[config.mk]
export PLATFORM = sky130hd
export DESIGN_NAME = cond_assign_parser
export DESIGN_NICKNAME = d
export VERILOG_FILES = /design/src/rtl/cond_assign_parser.sv
export SDC_FILE = /design/constraint.sdc
export NUM_CORES = 1
export LEC_CHECK = 0
export ABC_AREA = 1
export CAP_MARGIN = 20
export CORE_MARGIN = 5
export CORE_UTILIZATION = 47
export DETAILED_ROUTE_END_ITERATION = 7
export HOLD_SLACK_MARGIN = 0.06
export PLACE_DENSITY_LB_ADDON = 0.15
export SLEW_MARGIN = 20
export SYNTH_ARGS = -nofsm -noshare
export SYNTH_HDL_FRONTEND = slang
export SYNTH_SLANG_ARGS = --single-unit
[constraint.sdc]
create_clock -name clk -period 15.47 [get_ports clk]
set_input_delay 3.094 -clock clk [delete_from_list [all_inputs] [get_ports clk]]
set_output_delay 3.094 -clock clk [all_outputs]
set_load 0.1 [all_outputs]
[src/rtl/cond_assign_parser.sv]
// ============================================================================
// Module      : cond_assign_parser
// Description : Streaming ASCII parser/evaluator for one-line conditional
//               assignments "if xk <op> C p <= A else p <= B ;".
// Revision    : 1.0 - initial release
// ============================================================================
`default_nettype none

module cond_assign_parser #(
    parameter int DATA_W   = 32,
    parameter int NUM_VARS = 4,
    parameter int SIGNED   = 0
) (
    input  logic                         clk,
    input  logic                         rst,
    input  logic [NUM_VARS*DATA_W-1:0]   x_flat,
    input  logic [6:0]                   ascii_char,
    input  logic                         char_valid,
    output logic                         char_ready,
    output logic [DATA_W-1:0]            result,
    output logic                         result_valid,
    output logic                         cond_true,
    output logic                         err_valid,
    output logic [2:0]                   err_code,
    output logic                         busy
);

    typedef enum logic [4:0] {
        S_IDLE    = 5'd0,  S_KW_F    = 5'd1,  S_VAR_X   = 5'd2,  S_VAR_IDX = 5'd3,
        S_OP1     = 5'd4,  S_OP2     = 5'd5,  S_NUM_C   = 5'd6,  S_P1      = 5'd7,
        S_ASN1    = 5'd8,  S_ASN1_EQ = 5'd9,  S_NUM_A   = 5'd10, S_KW_E    = 5'd11,
        S_KW_L    = 5'd12, S_KW_S    = 5'd13, S_KW_E2   = 5'd14, S_P2      = 5'd15,
        S_ASN2    = 5'd16, S_ASN2_EQ = 5'd17, S_NUM_B   = 5'd18, S_SEMI    = 5'd19,
        S_EVAL    = 5'd20, S_ERR     = 5'd21
    } state_t;

    localparam logic [2:0] OP_EQ = 3'd0, OP_NE = 3'd1, OP_LT = 3'd2,
                           OP_LE = 3'd3, OP_GT = 3'd4, OP_GE = 3'd5;

    localparam logic [6:0] CH_I = 7'h69, CH_F = 7'h66, CH_X = 7'h78, CH_P = 7'h70,
                           CH_E = 7'h65, CH_L = 7'h6C, CH_S = 7'h73, CH_LT = 7'h3C,
                           CH_GT = 7'h3E, CH_EQ = 7'h3D, CH_BANG = 7'h21,
                           CH_MINUS = 7'h2D, CH_SEMI = 7'h3B;

    localparam logic [3:0] NV = 4'(NUM_VARS);

    // Largest accepted magnitude; the accumulator carries 4 spare bits so
    // acc*10+9 never wraps before the comparison.
    localparam logic [DATA_W+3:0] MAX_MAG = (SIGNED != 0) ?
        {5'b0, {(DATA_W-1){1'b1}}} : {4'b0, {DATA_W{1'b1}}};

    state_t              state_q, state_d;
    logic [3:0]          idx_q, idx_d;
    logic [2:0]          op_q, op_d;
    logic [DATA_W+3:0]   acc_q, acc_d;
    logic                neg_q, neg_d, dig_q, dig_d;
    logic [DATA_W-1:0]   c_q, c_d, a_q, a_d, b_q, b_d;
    logic [DATA_W-1:0]   result_q, result_d;
    logic                result_valid_q, result_valid_d;
    logic                cond_true_q, cond_true_d;
    logic                err_valid_q, err_valid_d;
    logic [2:0]          err_code_q, err_code_d;

    logic [6:0]          ch;
    logic                xfer, is_ws, is_dig;
    logic [3:0]          dig_val;
    logic [DATA_W+3:0]   acc_next;
    logic [DATA_W-1:0]   num_val;
    logic [DATA_W-1:0]   x_sel;
    logic                lt, eq, take;
    state_t              disp;
    logic                tok, err;
    logic [2:0]          code;

    assign ch       = ascii_char;
    assign xfer     = char_valid && char_ready;
    assign is_ws    = (ch == 7'h20) || (ch == 7'h09) || (ch == 7'h0A) || (ch == 7'h0D);
    assign is_dig   = (ch >= 7'h30) && (ch <= 7'h39);
    assign dig_val  = ch[3:0];
    assign acc_next = (acc_q << 3) + (acc_q << 1) + {{DATA_W{1'b0}}, dig_val};
    assign num_val  = neg_q ? -acc_q[DATA_W-1:0] : acc_q[DATA_W-1:0];

    always_comb begin
        x_sel = '0;
        for (int k = 0; k < NUM_VARS; k++) begin
            if (idx_q == 4'(k)) x_sel = x_flat[k*DATA_W +: DATA_W];
        end
    end

    assign eq = (x_sel == c_q);
    assign lt = (SIGNED != 0) ? ($signed(x_sel) < $signed(c_q)) : (x_sel < c_q);

    always_comb begin
        case (op_q)
            OP_EQ:   take = eq;
            OP_NE:   take = !eq;
            OP_LT:   take = lt;
            OP_LE:   take = lt || eq;
            OP_GT:   take = !(lt || eq);
            default: take = !lt;
        endcase
    end

    always_comb begin
        state_d        = state_q;
        idx_d          = idx_q;
        op_d           = op_q;
        acc_d          = acc_q;
        neg_d          = neg_q;
        dig_d          = dig_q;
        c_d            = c_q;
        a_d            = a_q;
        b_d            = b_q;
        result_d       = result_q;
        result_valid_d = 1'b0;
        cond_true_d    = cond_true_q;
        err_valid_d    = 1'b0;
        err_code_d     = err_code_q;
        disp           = state_q;
        tok            = 1'b0;
        err            = 1'b0;
        code           = 3'd1;

        if (state_q == S_EVAL) begin
            result_d       = take ? a_q : b_q;
            cond_true_d    = take;
            result_valid_d = 1'b1;
            state_d        = S_IDLE;
        end else if (xfer) begin
            // A lone '<' or '>' hands a non-'=' char straight to the constant.
            if (state_q == S_OP2 && (op_q == OP_LT || op_q == OP_GT) && ch != CH_EQ)
                disp = S_NUM_C;

            if (disp == S_NUM_C || disp == S_NUM_A || disp == S_NUM_B) begin
                if (is_dig) begin
                    if (acc_next > MAX_MAG) begin
                        err  = 1'b1;
                        code = 3'd2;
                    end else begin
                        acc_d   = acc_next;
                        dig_d   = 1'b1;
                        state_d = disp;
                    end
                end else if (ch == CH_MINUS && !dig_q && !neg_q) begin
                    if (SIGNED != 0) begin
                        neg_d   = 1'b1;
                        state_d = disp;
                    end else begin
                        err = 1'b1;
                    end
                end else if (is_ws && !dig_q) begin
                    if (neg_q) err = 1'b1;
                    else       state_d = disp;
                end else if (!dig_q) begin
                    err  = 1'b1;
                    code = 3'd4;
                end else begin
                    // Number complete: store it, then treat this char as the next token.
                    case (disp)
                        S_NUM_C: begin c_d = num_val; disp = S_P1;   end
                        S_NUM_A: begin a_d = num_val; disp = S_KW_E; end
                        default: begin b_d = num_val; disp = S_SEMI; end
                    endcase
                    acc_d = '0;
                    neg_d = 1'b0;
                    dig_d = 1'b0;
                    tok   = 1'b1;
                end
            end else begin
                tok = 1'b1;
            end

            if (tok) begin
                state_d = disp;
                case (disp)
                    S_IDLE:    if (ch == CH_I) state_d = S_KW_F; else if (!is_ws) err = 1'b1;
                    S_KW_F:    if (ch == CH_F) state_d = S_VAR_X; else err = 1'b1;
                    S_VAR_X:   if (ch == CH_X) state_d = S_VAR_IDX; else if (!is_ws) err = 1'b1;
                    S_VAR_IDX: begin
                        if (!is_dig) begin
                            err = 1'b1;
                        end else if (dig_val >= NV) begin
                            err  = 1'b1;
                            code = 3'd3;
                        end else begin
                            idx_d   = dig_val;
                            state_d = S_OP1;
                        end
                    end
                    S_OP1: begin
                        state_d = S_OP2;
                        if      (ch == CH_EQ)   op_d = OP_EQ;
                        else if (ch == CH_BANG) op_d = OP_NE;
                        else if (ch == CH_LT)   op_d = OP_LT;
                        else if (ch == CH_GT)   op_d = OP_GT;
                        else if (is_ws)         state_d = S_OP1;
                        else                    err = 1'b1;
                    end
                    S_OP2: begin
                        if (ch == CH_EQ) begin
                            if (op_q == OP_LT) op_d = OP_LE;
                            if (op_q == OP_GT) op_d = OP_GE;
                            state_d = S_NUM_C;
                        end else begin
                            err = 1'b1;
                        end
                    end
                    S_P1:      if (ch == CH_P) state_d = S_ASN1; else if (!is_ws) err = 1'b1;
                    S_ASN1:    if (ch == CH_LT) state_d = S_ASN1_EQ; else if (!is_ws) err = 1'b1;
                    S_ASN1_EQ: if (ch == CH_EQ) state_d = S_NUM_A; else err = 1'b1;
                    S_KW_E:    if (ch == CH_E) state_d = S_KW_L; else if (!is_ws) err = 1'b1;
                    S_KW_L:    if (ch == CH_L) state_d = S_KW_S; else err = 1'b1;
                    S_KW_S:    if (ch == CH_S) state_d = S_KW_E2; else err = 1'b1;
                    S_KW_E2:   if (ch == CH_E) state_d = S_P2; else err = 1'b1;
                    S_P2:      if (ch == CH_P) state_d = S_ASN2; else if (!is_ws) err = 1'b1;
                    S_ASN2:    if (ch == CH_LT) state_d = S_ASN2_EQ; else if (!is_ws) err = 1'b1;
                    S_ASN2_EQ: if (ch == CH_EQ) state_d = S_NUM_B; else err = 1'b1;
                    S_SEMI:    if (ch == CH_SEMI) state_d = S_EVAL; else if (!is_ws) err = 1'b1;
                    S_ERR:     if (ch == CH_SEMI) state_d = S_IDLE;
                    default:   state_d = S_IDLE;
                endcase
            end

            // An offending ';' already ends the statement, so resync immediately.
            if (err) begin
                err_valid_d = 1'b1;
                err_code_d  = code;
                state_d     = (ch == CH_SEMI) ? S_IDLE : S_ERR;
            end
        end

        if (state_d == S_IDLE || state_d == S_ERR) begin
            acc_d = '0;
            neg_d = 1'b0;
            dig_d = 1'b0;
        end
    end

    always_ff @(posedge clk or posedge rst) begin
        if (rst) begin
            state_q        <= S_IDLE;
            idx_q          <= '0;
            op_q           <= OP_EQ;
            acc_q          <= '0;
            neg_q          <= 1'b0;
            dig_q          <= 1'b0;
            c_q            <= '0;
            a_q            <= '0;
            b_q            <= '0;
            result_q       <= '0;
            result_valid_q <= 1'b0;
            cond_true_q    <= 1'b0;
            err_valid_q    <= 1'b0;
            err_code_q     <= '0;
        end else begin
            state_q        <= state_d;
            idx_q          <= idx_d;
            op_q           <= op_d;
            acc_q          <= acc_d;
            neg_q          <= neg_d;
            dig_q          <= dig_d;
            c_q            <= c_d;
            a_q            <= a_d;
            b_q            <= b_d;
            result_q       <= result_d;
            result_valid_q <= result_valid_d;
            cond_true_q    <= cond_true_d;
            err_valid_q    <= err_valid_d;
            err_code_q     <= err_code_d;
        end
    end

    assign char_ready   = (state_q != S_EVAL);
    assign busy         = (state_q != S_IDLE);
    assign result       = result_q;
    assign result_valid = result_valid_q;
    assign cond_true    = cond_true_q;
    assign err_valid    = err_valid_q;
    assign err_code     = err_code_q;

endmodule

`default_nettype wire

Yosys cells after proc, flatten, opt, wreduce, memory -nomap -nowiden

Index checks and enable logic that the tools add are counted.

Register bits after elaboration: 183
Bits in latches: 0
RAM bits: 0
ROM bits: 0
Output and inout bits: 40
Memories kept: 0

Add/subtract/negate cells: 3
$mul: 0
Div/mod/pow operators: 0
Magnitude comparators: 5
Equality and inequality tests: 60
Shift operators: 0
Mux-type cells: 136
Bitwise gates (word level): 6
Reductions and logical operators: 43

Operators with widths:

| kind                                                                               | number |
|---|---|
| 35-bit 2-to-1 mux                                                                  | 9 |
| 5-bit 2-to-1 mux                                                                   | 39 |
| 32-bit 2-to-1 mux                                                                  | 6 |
| 5-bit one-hot mux with 18 select lines                                             | 1 |
| 1-bit 2-to-1 mux                                                                   | 60 |
| 7-bit by 6-bit equality test with 1-bit output (second input constant)             | 7 |
| 7-bit equality test (second input constant)                                        | 7 |
| 3-bit 2-to-1 mux                                                                   | 16 |
| 5-bit by 4-bit equality test with 1-bit output (second input constant)             | 8 |
| 36-bit adder                                                                       | 1 |
| 36-bit by 4-bit adder with 36-bit output                                           | 1 |
| 36-bit by 32-bit greater-than comparator with 1-bit output (second input constant) | 1 |
| 5-bit equality test (second input constant)                                        | 7 |
| 32-bit equality test                                                               | 1 |
| 32-bit < comparator                                                                | 1 |
| 32-bit negator                                                                     | 1 |
| 5-bit by 3-bit equality test with 1-bit output (second input constant)             | 5 |
| 8-bit AND reduction                                                                | 3 |
| 7-bit by 4-bit equality test with 1-bit output (second input constant)             | 3 |
| 7-bit AND reduction                                                                | 3 |
| 1-bit one-hot mux with 13 select lines                                             | 1 |
| 6-bit AND reduction                                                                | 2 |
| 5-bit by 2-bit equality test with 1-bit output (second input constant)             | 2 |
| 5-bit logical NOT                                                                  | 2 |
| other kinds (31)                                                                   | 66 |

Logic depth before layout (Yosys ltp)

Gate-level depths: netlist of the first run.

Word-level depth: 29
Depth in mapped cells: 36
Gate-level depth less buffers: 34

Least setup slack after synthesis of the first run

OpenSTA, ideal clock, no wires.

Path kind: input port to flip-flop
Start: input ascii_char[3]
End: register acc_q[13]
Setup time: 118 ps
Arrival time: 6435 ps
Data required time: 15352 ps
Slack: 8917 ps
Cell stages on the path: 34
Buffers on the path: 2
Cell sequence: inv_1 > fa_1 > inv_1 > fa_1 > nand2_1 > nand2_1 > nand3_1 > nand2_1 > nand2_1 > nand2_1 > nand2_1 > nand2_1 > nand2_1 > nand2_1 > inv_1 > nand4_1 > nand2_1 > nand2_1 > nand2_1 > nand2_1 > nor2_1 > nand3_2 > nand2_2 > nand2_1 > nand2_1 > nand2_1 > nand2_1 > nor2_1 > nor2_2 > nand2_2 > buf_6 > buf_6 > nand3_1 > nand2_1

Cells in the longest elaborated chain, start to end: 27
Elaborated cells between the ends (all ways): 153
Those cells by class: 1 x add/sub; 4 x order compare; 43 x eq/ne; 85 x mux; 20 x reduce/logical

RTL lines:

| item                                                                                              | RTL line | RTL |
|---|---|---|
| start: declaration                                                                                | 17       | `input logic [6:0] ascii_char,` |
| parallel branches: the longest is 27 deep, another holds 36-bit by 4-bit adder with 36-bit output | --       |  |
| end signal: assignment                                                                            | 244      | `acc_q <= '0;` |
| end signal: assignment                                                                            | 259      | `acc_q <= acc_d;` |
| end: declaration                                                                                  | 55       | `logic [DATA_W+3:0] acc_q, acc_d;` |

Several ways; the timed one is not identified. The select of a mux whose other input is x is not followed.
A chain may end at the register's enable or synchronous reset.

Final worst setup path of the first run

Start: input ascii_char[3]
End: register acc_q[34]

Same word-level chain as after synthesis.

==> results by group, run 1 <==
Floorplan
  – Die X: 177 µm
  – Chip Height: 177 µm
  – Die area: 0.0313 mm²
  – Core Area: 0.0276 mm²
  – Num ports: 178
  – Num rows: 61
  – Initial Util: 47.5%

Clocking
  – Postcts setup bufs: 0
  – CTS Sinks: 182
  – Clock latency on the worst-skew pair: 430 ps
  – Clk slew on worst S/H paths: 70 ps
  – Resized cells post-CTS: 0
  – Clock Path Buffers: 2
  – Cts hold-fix bufs: 0
  – H-tree Lvls: 4
  – Total CTS buffers: 17
  – CTS tree: yes
  – Clock Tree Root: clkbuf_16

Final layout
  – Register area: 0.00455 mm²
  – Antenna Cells: 0
  – Fill cells: 2616
  – Non-filler instance count after layout: 2377
  – Area of the multi-input gates: 0.00709 mm²
  – Layout area overhead: 20.8%
  – Share of cells above drive strength 1: 5.35%
  – Fin nets: 2224

Global routing
  – Global Route Usage Sum: 25.4%
  – Largest net degree at the start of global routing: 121
  – Number of global-route vias before repair: 11877
  – Global-route wire length before repair: 64300 µm
  – Total congestion overflow: 0
  – Initial antenna violation count: 0

Synth
  – Yosys warning count: 0
  – Seq/Total Area, Yosys: 34.7%
  – Yosys top cell area share: 34.7%
  – Synth area leader: dfrtp_1
  – Count leader, synth: nand2_1
  – Post-Syn Area per Cell: 7.12 µm²
  – Most used flip-flop cell after synthesis: dfrtp_1
  – Post-synth ARST share: 100%
  – Cell variety after synth: 50
  – EDFF count, synth: 0
  – Cells after synthesis: 1842
  – Netlist Area Pre-Place: 0.0131 mm²
  – Top post-synthesis cells by count: 431 x nand2_1, 304 x inv_1, 185 x o21ai_0
  – Flops & latches, synth: 182
  – Net count after synthesis: 2080
  – Top post-synthesis cells by area: dfrtp_1 35%, nand2_1 12%, ha_1 9.4%

Route
  – Routed Antenna Nets: 0
  – Via count: 12740
  – DRT iter0 DRCs: 954
  – Vias per cell: 5.36
  – Routed Wire Length: 40300 µm
  – Drc violations: 0
  – Wire per inst: 16.9 µm
  – Drt pass-1 iters: 5

Setup path
  – Crit Reg-Reg Startpoint: idx_q[2]$_DFFE_PP0P_
  – CP Launch Type: input pin
  – Worst Path Required: 15820 ps
  – CP dominant cell by count: nand2_1
  – R2R Setup Slk: 10290 ps
  – CP Launch Point: ascii_char[3]
  – Reg2Reg Capture Point: result[10]$_DFFE_PP0P_
  – Critical path's slowest cell: fa_1
  – CP Data Arrival Time: 8080 ps
  – Worst-path fanout max: 65
  – CP peak stage delay: 570 ps
  – Reg2reg path depth: 23
  – CP Class: in2reg
  – Critical Path End Type: register

Worst hold path
  – Hold path cells: 2
  – Hold WC Path Type: reg2reg
  – Hold Path Origin: a_q[0]$_DFFE_PP0P_
  – Hold path endpoint: a_q[0]$_DFFE_PP0P_

Power and ir drop
  – Cell Pwr Density: 124 mW/mm²
  – Power, Total: 1960 µW
  – Peak VDD IR: 0.105 mV
  – P_int: 1010 µW
  – Logic pwr share: 47.6%
  – Clock power share: 23.3%
  – Switch Pwr: 952 µW
  – LEAKAGE: 0.00838 µW
  – Sequential Power Share: 29.1%
  – Switching share of power: 48.6%

Timing
  – Final setup margin: 7750 ps
  – Tmin final: 7720 ps
  – Fin Hold WS: 484 ps
  – Slew @ Worst Pin: 1010 ps
  – Slew Viols, Final: 0
  – Part of the cycle the worst path needs: 49.9%
  – Final Hold Fails: 0
  – Achievable Freq: 0.129 GHz
  – # setup viols final: 0
  – RSZ-0062 raised after global routing: false
  – Setup TNS Final: 0 ps
  – Clk_skew: 15.0 ps
  – Slew headroom: 32.3%

Place
  – Port Buffers: 177
  – Setup slack at placement: 6940 ps
  – Final HPWL DP: 30800 µm
  – # placed instances: 2345
  – GP Congestion: 0.954

Job
  – Number of max-cap violations: 0

Run status
  – Status: completed
==> power groups by stage <==
stage	Combinational [µW]	Clock (µW)	Sequential, µW
2_1_floorplan	462	0	823
4_1_cts	923	463	571
3_3_place_gp	917	0	578
6_report	932	457	570
5_1_grt	1000	480	576
3_5_place_dp	920	0	579
==> flip-flops by register name, indices dropped and copies added, names as in the netlist <==
| signal | flops |
|---|---|
| acc_q | 35 |
| idx_q | 4 |
| b_q | 32 |
| dig_q | 1 |
| state_q | 5 |
| err_code | 3 |
| cond_true | 1 |
| c_q | 32 |
| err_valid | 1 |
| op_q | 3 |
| result_valid | 1 |
| result | 32 |
| a_q | 32 |
==> worst max path at each step <==
stage | to | slack, ps | depth (start not counted)
detailed placement | acc_q[34]$_DFFE_PP0P_ | 6940 | 34
global route | acc_q[34]$_DFFE_PP0P_ | 7290 | 32
floorplan | a_q[0]$_DFFE_PP0P_ | 7430 | 1
finish | acc_q[34]$_DFFE_PP0P_ | 7750 | 34
CTS | acc_q[34]$_DFFE_PP0P_ | 7370 | 34
global placement | acc_q[32]$_DFFE_PP0P_ | 7100 | 34
==> final cells by class <==
cell class	count	area share [%]
multi-input combinational	1276	44.8
sequential	182	28.8
timing repair buffer	195	12.0
inverter	314	7.49
tap	378	2.99
clock buffer	18	2.77
clock inverter	14	1.15
==> logic make-up (layout without fill, tap and decap cells) <==
family,Yosys count,in the layout,share of synthesized area [%]
AOI/OAI and AO/OA,399,399,17.9
xor gates and xnor gates,29,29,1.94
adders and majority gates,100,100,9.66
buffers and inverters,384,541,11.5
DFF,182,182,34.7
and+or+nand+nor,748,748,24.3
==> per-layer routing <==
layer | share of wire (%) | vias up | global-route usage [%] | routed length [µm]
li1 | - | 6312 | - | -
met1 | 47 | 5938 | 37.3 | 19000
met2 | 44 | 454 | 39.5 | 17500
met3 | 7.7 | 36 | 4.44 | 3110
met4 | 1.6 | 0 | 5.42 | 650
met5 | 0 | - | 0 | 0
==> stage by stage <==
stage,util [%],area (µm²)
global route,57.3,15800
detailed placement,55.0,15200
finish,57.3,15800
global placement,55.0,15200
CTS,57.3,15800
floorplan,-,13100
==> placed cells by master, fill, tap and decap left out, types with 8 or more instances in the layout <==
cell             instances
nand2_1                431
inv_1                  303
o21ai_0                185
dfrtp_1                182
clkdlybuf4s50_1        177
nor2_1                 137
ha_1                    98
nand3_1                 86
a21oi_1                 79
o31ai_1                 32
o22ai_1                 32
a211o_1                 31
nor3_1                  21
xor2_1                  19
nand4_1                 19
buf_4                   18
nand3_2                 17
clkbuf_16               17
nor2_2                  11
xnor2_1                 10
nand2_2                  8
a31oi_1                  8
==> worst max-delay path, delay by kind of cell <==
family	cells	cell delay (ps)
buffers and inverters	4	830
and+or+nand+nor	28	3100
adders and majority gates	2	1000
(Power assumes the default switching activity.)
==> inputs of run 2 (changes only) <==
==> constraint.sdc (replaced) <==
create_clock -name clk -period 8.1 [get_ports clk]
set_input_delay 1.62 -clock clk [delete_from_list [all_inputs] [get_ports clk]]
set_output_delay 1.62 -clock clk [all_outputs]
set_load 0.1 [all_outputs]
==> run 2 against run 1 <==
Effect of this change: clock power grew 92%; core utilization grew 0.063 points; clock skew grew 5.3 ps; sequential share of layout area is essentially flat; largest power group unchanged.
==> results by group, run 2 (same netlist as run 1, synthesis figures left out) <==
Worst hold path
  – Hold path cells: 2
  – Hold WC Path Type: reg2reg

Clocking
  – Clock Path Buffers: 2
  – Cts hold-fix bufs: 0
  – Total CTS buffers: 17
  – CTS Sinks: 182
  – H-tree Lvls: 4
  – Resized cells post-CTS: 0
  – Clock Tree Root: clkbuf_16
  – Clock latency on the worst-skew pair: 450 ps
  – Clk slew on worst S/H paths: 80 ps
  – CTS tree: yes
  – Postcts setup bufs: 0

Route
  – Vias per cell: 5.40
  – Drt pass-1 iters: 5
  – Routed Antenna Nets: 0
  – Met2 wire len: 18100 µm
  – Uppermost layer routed: met4
  – Wire per inst: 17.3 µm
  – DRT iter0 DRCs: 832
  – Met3 Routed Length: 3060 µm
  – Drc violations: 0
  – Routed Wire Length: 41200 µm
  – Via count: 12845
  – Wl on met1: 19000 µm

Setup path
  – CP Data Arrival Time: 6760 ps
  – Worst-path fanout max: 35
  – Reg2reg path depth: 22
  – CP peak stage delay: 560 ps
  – CP Launch Type: input pin
  – Worst Path Required: 8470 ps
  – Critical path's slowest cell: fa_1
  – CP Class: in2reg
  – Critical Path End Type: register
  – CP dominant cell by count: nand2_1

Final layout
  – Register area: 0.00455 mm²
  – Commonest non-fill, non-tap cell in the layout: nand2_1
  – Fin nets: 2224
  – Layout area overhead: 20.9%
  – Commonest non-fill, non-tap cells in the layout: 431 x nand2_1, 303 x inv_1, 185 x o21ai_0
  – Share of cells above drive strength 1: 5.35%
  – Fill cells: 2662
  – Most flops, register: acc_q
  – Max reg flops: 35
  – Area of the multi-input gates: 0.00710 mm²
  – Antenna Cells: 0

Floorplan
  – Initial Util: 47.5%
  – Die area: 0.0313 mm²
  – Die X: 177 µm
  – Chip Height: 177 µm
  – Num rows: 61
  – Num ports: 178
  – Core Area: 0.0276 mm²

Global routing
  – Largest net degree at the start of global routing: 110
  – Initial antenna violation count: 0
  – Global-route wire length before repair: 65600 µm
  – Total congestion overflow: 0
  – Global Route Usage Sum: 26.1%
  – Number of global-route vias before repair: 12331

Timing
  – Slew Viols, Final: 0
  – Slew headroom: 31.5%
  – Final setup margin: 1710 ps
  – # setup viols final: 0
  – Achievable Freq: 0.157 GHz
  – Part of the cycle the worst path needs: 78.8%
  – RSZ-0062 raised after global routing: false
  – Final Hold Fails: 0
  – Tmin final: 6390 ps
  – Setup TNS Final: 0 ps
  – Clk_skew: 20.3 ps
  – Slew @ Worst Pin: 1020 ps

Power and ir drop
  – Peak VDD IR: 0.203 mV
  – Power, Total: 3770 µW
  – LEAKAGE: 0.00839 µW
  – Cell Pwr Density: 238 mW/mm²

Run status
  – Status: completed

Place
  – GP Congestion: 0.976
  – Setup slack at placement: 1310 ps
  – Final HPWL DP: 31500 µm
  – Port Buffers: 177

Job
  – Number of max-cap violations: 0
-- run 2: layout make-up --
| type | instances | area share [%] |
|---|---|---|
| multi-input combinational | 1276 | 44.8 |
| sequential | 182 | 28.7 |
| timing repair buffer | 195 | 12.1 |
| inverter | 314 | 7.48 |
| tap | 378 | 2.98 |
| clock buffer | 17 | 2.68 |
| clock inverter | 15 | 1.25 |
-- run 2: stage by stage --
| stage | utilization [%] | hold WS, ps | cells | cell area [µm²] |
|---|---|---|---|---|
| final | 57.4 | 483 | 2377 | 15900 |
| after floorplan | - | 448 | 1842 | 13100 |
| after CTS | 57.3 | 486 | 2377 | 15800 |
| after global routing | 57.4 | 502 | 2377 | 15900 |
| after global placement | 55.1 | 462 | 2345 | 15200 |
| after detailed placement | 55.1 | 468 | 2345 | 15200 |
-- run 2: worst paths after layout --
kind	slack [ps]	endpoint	from
worst max-delay path	1710	acc_q[7]$_DFFE_PP0P_	ascii_char[3]
max in group asynchronous	4920	b_q[16]$_DFFE_PP0P_	rst
min in group asynchronous	1730	b_q[11]$_DFFE_PP0P_	rst
worst max register to register	2720	result[21]$_DFFE_PP0P_	idx_q[2]$_DFFE_PP0P_
worst min-delay path	480	a_q[14]$_DFFE_PP0P_	a_q[14]$_DFFE_PP0P_
worst min register to register	480	a_q[14]$_DFFE_PP0P_	a_q[14]$_DFFE_PP0P_
-- run 2: power by group --
group          switching [µW]  leakage [µW]  internal (µW)  total (µW)
clock                     425      0.000302            451         876
sequential               86.8       0.00247           1000        1090
combinational            1350       0.00561            465        1810
total                    1860       0.00839           1920        3770
-- run 2: metal layers --
layer | GRT usage [%] | vias up
li1 | - | 6308
met1 | 36.8 | 6026
met2 | 41.4 | 454
met3 | 4.12 | 57
met4 | 8.35 | 0
met5 | 0 | -
-- run 2: worst max-delay path, delay by kind of cell --
kind | cells | cell delay [ps]
AOI/OAI and AO/OA | 1 | 160
adders and majority gates | 2 | 1000
buffers and inverters | 5 | 1100
and+or+nand+nor | 25 | 2840
